`config.mk`:
```
export PLATFORM = sky130hd
export DESIGN_NAME = clock_phase_gen_flat
export DESIGN_NICKNAME = d
export VERILOG_FILES = /design/src/rtl/clk_pkg.sv /design/src/rtl/clock_phase_gen_if.sv /design/src/rtl/phase_down_counter.sv /design/src/rtl/clock_phase_gen.sv /design/src/flat_wrapper.sv
export SDC_FILE = /design/constraint.sdc
export NUM_CORES = 1
export LEC_CHECK = 0
export CAP_MARGIN = 20
export CORE_MARGIN = 3
export CORE_UTILIZATION = 57
export CTS_CLUSTER_SIZE = 20
export DETAILED_ROUTE_END_ITERATION = 8
export GPL_ROUTABILITY_DRIVEN = 0
export PLACE_DENSITY_LB_ADDON = 0.12
export SLEW_MARGIN = 30
export SYNTH_ARGS = -nofsm -noshare
export SYNTH_HDL_FRONTEND = slang
export SYNTH_SLANG_ARGS = --single-unit
```
`constraint.sdc`:
```
create_clock -name MasterClock -period 4.9 [get_ports MasterClock]
set_clock_uncertainty 0.15 [all_clocks]
set_input_delay 0.49 -clock MasterClock [delete_from_list [all_inputs] [get_ports MasterClock]]
set_output_delay 0.49 -clock MasterClock [all_outputs]
set_load 0.01 [all_outputs]
```
`src/rtl/clk_pkg.sv`:
```
// rtl/clk_pkg.sv - shared types and constants for the phase clock generator
// Purpose: FSM state encoding, divisor floor and dead-time legality check.
// Ports: none (package).
package clk_pkg;

    typedef enum logic [2:0] {
        IDLE    = 3'd0,
        PH1     = 3'd1,
        DEAD1   = 3'd2,
        PH2     = 3'd3,
        DEAD2   = 3'd4,
        STOPPED = 3'd5
    } clk_state_t;

    localparam int CLK_DIV_MIN  = 2;
    localparam int CLK_DEAD_MIN = 1;
    localparam int CLK_DEAD_MAX = 3;

    // Used at elaboration to reject unsupported dead-time settings.
    function automatic bit dead_legal(int dead);
        return (dead >= CLK_DEAD_MIN) && (dead <= CLK_DEAD_MAX);
    endfunction

endpackage

```
`src/rtl/clock_phase_gen_if.sv`:
```
// rtl/clock_phase_gen_if.sv - control/status bundle of the phase clock generator
// Purpose: groups divisor/stop inputs and the latch-drive outputs.
// Ports (signals):
//   Divisor  [DIV_W] phase length request, StopReq halt request,
//   StopAck halted, SetN/RstN active-low latch strobes,
//   Ph1En/Ph2En phase enables, Tick first-cycle-of-Ph1 pulse.
// Modports: master = controller side, slave = generator side.
interface clock_phase_gen_if #(
    parameter int DIV_W = 4
) ();

    logic [DIV_W-1:0] Divisor;
    logic             StopReq;
    logic             StopAck;
    logic             SetN;
    logic             RstN;
    logic             Ph1En;
    logic             Ph2En;
    logic             Tick;

    modport master (
        output Divisor, StopReq,
        input  StopAck, SetN, RstN, Ph1En, Ph2En, Tick
    );

    modport slave (
        input  Divisor, StopReq,
        output StopAck, SetN, RstN, Ph1En, Ph2En, Tick
    );

endinterface

```
`src/rtl/phase_down_counter.sv`:
```
// rtl/phase_down_counter.sv - loadable saturating down-counter
// Purpose: times phase and dead intervals; never wraps below zero.
// Ports:
//   clk_i, rst_i      clock, asynchronous active-high reset
//   load_i            load load_val_i this cycle (wins over dec_i)
//   load_val_i[DIV_W] value to load
//   dec_i             decrement by one, holding at zero
//   count_o[DIV_W]    current count
//   zero_o            count is zero
module phase_down_counter #(
    parameter int DIV_W = 4
) (
    input  logic             clk_i,
    input  logic             rst_i,
    input  logic             load_i,
    input  logic [DIV_W-1:0] load_val_i,
    input  logic             dec_i,
    output logic [DIV_W-1:0] count_o,
    output logic             zero_o
);

    localparam logic [DIV_W-1:0] ONE = DIV_W'(1);

    logic [DIV_W-1:0] count_q;
    logic [DIV_W-1:0] count_d;

    always_comb begin
        count_d = count_q;
        if (load_i) begin
            count_d = load_val_i;
        end else if (dec_i && (count_q != '0)) begin
            count_d = count_q - ONE;
        end
    end

    always_ff @(posedge clk_i or posedge rst_i) begin
        if (rst_i) begin
            count_q <= '0;
        end else begin
            count_q <= count_d;
        end
    end

    assign count_o = count_q;
    assign zero_o  = (count_q == '0);

endmodule

```
`src/rtl/clock_phase_gen.sv`:
```
// rtl/clock_phase_gen.sv - two-phase non-overlapping clock enable generator
// Purpose: drives the set/reset side of the phase-clock SR latches with
//   Ph1/Ph2 enables, one-cycle active-low strobes and a stop handshake.
// Ports:
//   MasterClock  sole clock
//   Reset        asynchronous active-high reset
//   bus          clock_phase_gen_if.slave (Divisor, StopReq in; StopAck,
//                SetN, RstN, Ph1En, Ph2En, Tick out)
module clock_phase_gen
    import clk_pkg::*;
#(
    parameter int DIV_W = 4,
    parameter int DEAD  = 1
) (
    input  logic              MasterClock,
    input  logic              Reset,
    clock_phase_gen_if.slave  bus
);

    if (!dead_legal(DEAD)) begin : g_dead_check
        $error("clock_phase_gen: DEAD must be in 1..3");
    end

    localparam logic [DIV_W-1:0] DIV_MIN_V = DIV_W'(CLK_DIV_MIN);
    localparam logic [DIV_W-1:0] DEAD_LOAD = DIV_W'(DEAD - 1);
    localparam logic [DIV_W-1:0] ONE       = DIV_W'(1);

    clk_state_t       state_q;
    clk_state_t       state_d;
    logic [DIV_W-1:0] div_q;
    logic [DIV_W-1:0] div_d;
    logic [DIV_W-1:0] div_clamped;

    logic             cnt_load;
    logic [DIV_W-1:0] cnt_load_val;
    logic             cnt_dec;
    logic [DIV_W-1:0] cnt_count;
    logic             cnt_zero;
    logic             phase_first;

    logic ph1_en_q;
    logic ph2_en_q;
    logic set_n_q;
    logic rst_n_q;
    logic tick_q;
    logic stop_ack_q;

    phase_down_counter #(
        .DIV_W (DIV_W)
    ) u_cnt (
        .clk_i      (MasterClock),
        .rst_i      (Reset),
        .load_i     (cnt_load),
        .load_val_i (cnt_load_val),
        .dec_i      (cnt_dec),
        .count_o    (cnt_count),
        .zero_o     (cnt_zero)
    );

    assign div_clamped = (bus.Divisor < DIV_MIN_V) ? DIV_MIN_V : bus.Divisor;

    // Each phase loads div_q-1, so the first cycle of a phase is the one
    // where the counter still holds its load value.
    assign phase_first = (cnt_count == (div_q - ONE));

    always_comb begin
        state_d      = state_q;
        div_d        = div_q;
        cnt_load     = 1'b0;
        cnt_load_val = '0;
        cnt_dec      = 1'b0;
        case (state_q)
            IDLE: begin
                state_d      = PH1;
                div_d        = div_clamped;
                cnt_load     = 1'b1;
                cnt_load_val = div_clamped - ONE;
            end
            PH1: begin
                if (cnt_zero) begin
                    state_d      = DEAD1;
                    cnt_load     = 1'b1;
                    cnt_load_val = DEAD_LOAD;
                end else begin
                    cnt_dec = 1'b1;
                end
            end
            DEAD1: begin
                if (cnt_zero) begin
                    state_d      = PH2;
                    cnt_load     = 1'b1;
                    cnt_load_val = div_q - ONE;
                end else begin
                    cnt_dec = 1'b1;
                end
            end
            PH2: begin
                if (cnt_zero) begin
                    state_d      = DEAD2;
                    cnt_load     = 1'b1;
                    cnt_load_val = DEAD_LOAD;
                end else begin
                    cnt_dec = 1'b1;
                end
            end
            DEAD2: begin
                // Full-cycle boundary: the only place a stop is honoured.
                if (cnt_zero) begin
                    if (bus.StopReq) begin
                        state_d = STOPPED;
                    end else begin
                        state_d      = PH1;
                        div_d        = div_clamped;
                        cnt_load     = 1'b1;
                        cnt_load_val = div_clamped - ONE;
                    end
                end else begin
                    cnt_dec = 1'b1;
                end
            end
            STOPPED: begin
                if (!bus.StopReq) begin
                    state_d      = PH1;
                    div_d        = div_clamped;
                    cnt_load     = 1'b1;
                    cnt_load_val = div_clamped - ONE;
                end
            end
            default: begin
                state_d = IDLE;
            end
        endcase
    end

    // Outputs are a registered decode of the current state, so they trail
    // the state register by one edge and IDLE is visible for one cycle.
    always_ff @(posedge MasterClock or posedge Reset) begin
        if (Reset) begin
            state_q    <= IDLE;
            div_q      <= DIV_MIN_V;
            ph1_en_q   <= 1'b0;
            ph2_en_q   <= 1'b0;
            set_n_q    <= 1'b1;
            rst_n_q    <= 1'b1;
            tick_q     <= 1'b0;
            stop_ack_q <= 1'b0;
        end else begin
            state_q    <= state_d;
            div_q      <= div_d;
            ph1_en_q   <= (state_q == PH1);
            ph2_en_q   <= (state_q == PH2);
            set_n_q    <= !((state_q == PH1) && phase_first);
            tick_q     <= (state_q == PH1) && phase_first;
            rst_n_q    <= !((state_q == PH2) && phase_first);
            stop_ack_q <= (state_q == STOPPED);
        end
    end

    assign bus.Ph1En   = ph1_en_q;
    assign bus.Ph2En   = ph2_en_q;
    assign bus.SetN    = set_n_q;
    assign bus.RstN    = rst_n_q;
    assign bus.Tick    = tick_q;
    assign bus.StopAck = stop_ack_q;

    a_phase_excl: assert property (@(posedge MasterClock) disable iff (Reset)
        !(ph1_en_q && ph2_en_q));
    a_strobe_excl: assert property (@(posedge MasterClock) disable iff (Reset)
        !(!set_n_q && !rst_n_q));
    a_set_in_ph1: assert property (@(posedge MasterClock) disable iff (Reset)
        !set_n_q |-> ph1_en_q);
    a_rst_in_ph2: assert property (@(posedge MasterClock) disable iff (Reset)
        !rst_n_q |-> ph2_en_q);

endmodule
```
`src/flat_wrapper.sv`:
```
// flat-port wrapper written by rule: the top's interface ports become plain ports
module clock_phase_gen_flat import clk_pkg::*;
#(
    parameter int DIV_W = 4,
    parameter int DEAD  = 1
)
  (MasterClock, Reset, bus_Divisor, bus_StopReq, bus_StopAck, bus_SetN, bus_RstN, bus_Ph1En, bus_Ph2En, bus_Tick);
  clock_phase_gen_if #(.DIV_W(DIV_W)) bus_i ();
  input  logic MasterClock;
  input  logic Reset;
  input wire logic [$bits(bus_i.Divisor)-1:0] bus_Divisor;
  input wire logic [$bits(bus_i.StopReq)-1:0] bus_StopReq;
  output wire logic [$bits(bus_i.StopAck)-1:0] bus_StopAck;
  output wire logic [$bits(bus_i.SetN)-1:0] bus_SetN;
  output wire logic [$bits(bus_i.RstN)-1:0] bus_RstN;
  output wire logic [$bits(bus_i.Ph1En)-1:0] bus_Ph1En;
  output wire logic [$bits(bus_i.Ph2En)-1:0] bus_Ph2En;
  output wire logic [$bits(bus_i.Tick)-1:0] bus_Tick;
  assign bus_i.Divisor = bus_Divisor;
  assign bus_i.StopReq = bus_StopReq;
  assign bus_StopAck = bus_i.StopAck;
  assign bus_SetN = bus_i.SetN;
  assign bus_RstN = bus_i.RstN;
  assign bus_Ph1En = bus_i.Ph1En;
  assign bus_Ph2En = bus_i.Ph2En;
  assign bus_Tick = bus_i.Tick;
  clock_phase_gen #(.DIV_W(DIV_W), .DEAD(DEAD)) u_core (.MasterClock(MasterClock), .Reset(Reset), .bus(bus_i));
endmodule
```
==> qor.csv <==
metric,value,unit
Die X,48.4,um
Vias,888,
worst IR drop on VDD,396,uV
Relative slew margins,0.562,
final critical delay including setup and external delays,2.21,ns
number of enable-type register cells in the synthesized netlist,0,
Initial Util,0.644,
count of mapped cells out of synthesis,111,
required time of the worst setup path,4.99,ns
worst setup margin,2.69,ns
die boundary height,48.4,um
clock tree from TritonCTS,built,
final number of max-transition violations,0,
buffers inserted during post-CTS setup optimization,0,
"top cells by area, synth","sky130_fd_sc_hd__dfrtp_1, sky130_fd_sc_hd__dfstp_2, sky130_fd_sc_hd__nand2_1",
startpoint type of the worst setup path,flip-flop,
number of primary I/O pins,13,
Nets,134,
count of input and output buffers,12,
post-layout total power,770,uW
flip-flop cell with the highest count after synthesis,sky130_fd_sc_hd__dfrtp_1,
fin cells,147,
Synth Register Bits,17,
sequential share of the synthesized area,0.418,
Lkg Pwr,0.501,nW
detailed-router iteration count before antenna repair,4,
buffer type at the clock tree root,sky130_fd_sc_hd__clkbuf_4,
Final period util,0.450,
"most common cell after layout, fill and taps aside",sky130_fd_sc_hd__dfrtp_1,
Placed Cells,143,
maximum number of pins on one net before global-route repair,18,
clk slew on worst S/H paths,0.11,ns
share of flip-flops with an asynchronous set or reset,1.00,
Max Cap Viol,0,
setup repair after global routing missed its margin,no,
number of clock sinks seen by CTS,17,
"Cell Area, Synth",0.00103,mm2
number of antenna cells inserted,0,
number of distinct library cells after synthesis,38,
GRT Total Usage,0.199,
wire length per cell after detailed routing,14.7,um
Total Die Area,0.00234,mm2
first-pass GRT wire length,3750,um
via count of the first global-routing pass,865,
layout-stage area growth over the synthesis result,15.2,%
post-detail-place hpwl,1640,um
TritonCTS Buffers,3,
source-to-sink clock delay at the later pin of the worst-skew pair,0.29,ns
row count,14,
Placement Setup Slack,2.48,ns
Least-Margin Pin Slew,0.657,ns
depth of the CTS H-tree,1,
Hold Fails Final Rpt,0,
total negative slack,0,ns
via count normalized by instance count,6.04,
"Warnings, synthesis",0,
DRC violation count after routing,0,
number of setup violations in the final report,0,
kind of critical path,reg2reg,
hold_ws,0.355,ns
total grt overflow,0,
leading area contributor after synthesis,sky130_fd_sc_hd__dfrtp_1,
highest net fanout along the worst path,8,
endpoint class of the critical path,flip-flop,
cell area power density,651,mW/mm2
max frequency,453,MHz
DRC violation total after the first TritonRoute iteration,31,
worst path arrival time,2.29,ns
CTS resizes,0,
most frequent cells in the layout,"sky130_fd_sc_hd__dfrtp_1, sky130_fd_sc_hd__nand2_1, sky130_fd_sc_hd__clkdlybuf4s50_1",
DP Area,0.00115,mm2
Post-CTS Hold Buffers,0,
Avg Synthesized Cell Area,9.24,um2
net count after synthesis,121,
class of the worst hold path,reg2reg,
share of post-route cells with drive strength above 1,0.122,
largest buffer count on any clock path,2,
area of all placed cells without fillers,0.00118,mm2
result of the run,"complete, no violations",
initial antenna violation count,0,
Antenna Violating Nets Remaining,0,
core area,0.00159,mm2
share of the synthesized area in the top cell type,0.341,
final routed wirelength across all metal layers,2170,um
final core utilization,0.742,
-- final timing paths --
check | start | endpoint | slack [ns] | cells after the start
setup / recovery | u_core.u_cnt.count_o[0] | u_core.u_cnt.count_o[1] | 2.69 | 7
hold / removal | u_core.div_q[1] | u_core.div_q[1] | 0.36 | 2
setup reg to reg | u_core.u_cnt.count_o[0] | u_core.u_cnt.count_o[1] | 2.69 | 7
hold reg to reg | u_core.div_q[1] | u_core.div_q[1] | 0.36 | 2
max in group asynchronous | Reset | u_core.bus.Ph1En | 3.76 | 2
min in group asynchronous | Reset | u_core.bus.Tick | 0.42 | 2
-- synth_stat cells (3+ instances only) --
| cell | instances |
|---|---|
| sky130_fd_sc_hd__a21oi_1 | 5 |
| sky130_fd_sc_hd__dfrtp_1 | 14 |
| sky130_fd_sc_hd__dfstp_2 | 3 |
| sky130_fd_sc_hd__ha_1 | 3 |
| sky130_fd_sc_hd__inv_1 | 10 |
| sky130_fd_sc_hd__nand2_1 | 12 |
| sky130_fd_sc_hd__nor2_1 | 11 |
| sky130_fd_sc_hd__o21ai_0 | 5 |
| sky130_fd_sc_hd__o22a_1 | 3 |
| sky130_fd_sc_hd__o22ai_1 | 3 |
| sky130_fd_sc_hd__o31ai_1 | 3 |
| sky130_fd_sc_hd__xnor2_1 | 3 |
| sky130_fd_sc_hd__xor2_1 | 5 |
-- power breakdown --
part / leakage [nW] / switching [mW] / internal [mW] / total (mW)
combinational: 0.282 / 0.206 / 0.191 / 0.397
sequential: 0.205 / 0.0863 / 0.208 / 0.294
clock: 0.0139 / 0.0477 / 0.0310 / 0.0787
total: 0.501 / 0.340 / 0.430 / 0.770
-- final cells by class --
cell class / count / area, um2
Tap cell: 24 / 30.0
Timing Repair Buffer: 12 / 120
Clock buffer: 3 / 22.5
Inverter: 10 / 37.5
Multi-Input combinational cell: 80 / 536
Fill cell: 120 / 412
Sequential cell: 17 / 429
Clock inverter: 1 / 7.51
-- layer usage --
metal | part of all wire | track usage | up-vias | wire length, um
li1 | - | - | 421 | -
met1 | 0.43 | 0.243 | 427 | 926
met2 | 0.51 | 0.356 | 38 | 1110
met3 | 0.056 | 0.0337 | 2 | 121
met4 | 0.0055 | 0.0664 | 0 | 12
met5 | 0 | 0 | - | 0
-- cell families (layout without fill, tap and decap cells) --
group	Yosys count	after routing	share of synthesized area
AND/OR/NAND/NOR	37	37	0.191
AO/OA/AOI/OAI	32	32	0.226
flip-flops	17	17	0.418
buffers and inverters	14	26	0.0598
XOR/XNOR	8	8	0.0683
adder cells (fa/ha/maj)	3	3	0.0366
-- critical path, cell delays in order (launching register included) --
cell	delay, ns
sky130_fd_sc_hd__dfrtp_1	0.46
sky130_fd_sc_hd__inv_1	0.08
sky130_fd_sc_hd__ha_1	0.29
sky130_fd_sc_hd__or4b_4	0.50
sky130_fd_sc_hd__o211ai_2	0.13
sky130_fd_sc_hd__nand3_2	0.21
sky130_fd_sc_hd__o22ai_2	0.19
sky130_fd_sc_hd__o22a_1	0.15
(Power assumes the default switching activity.)
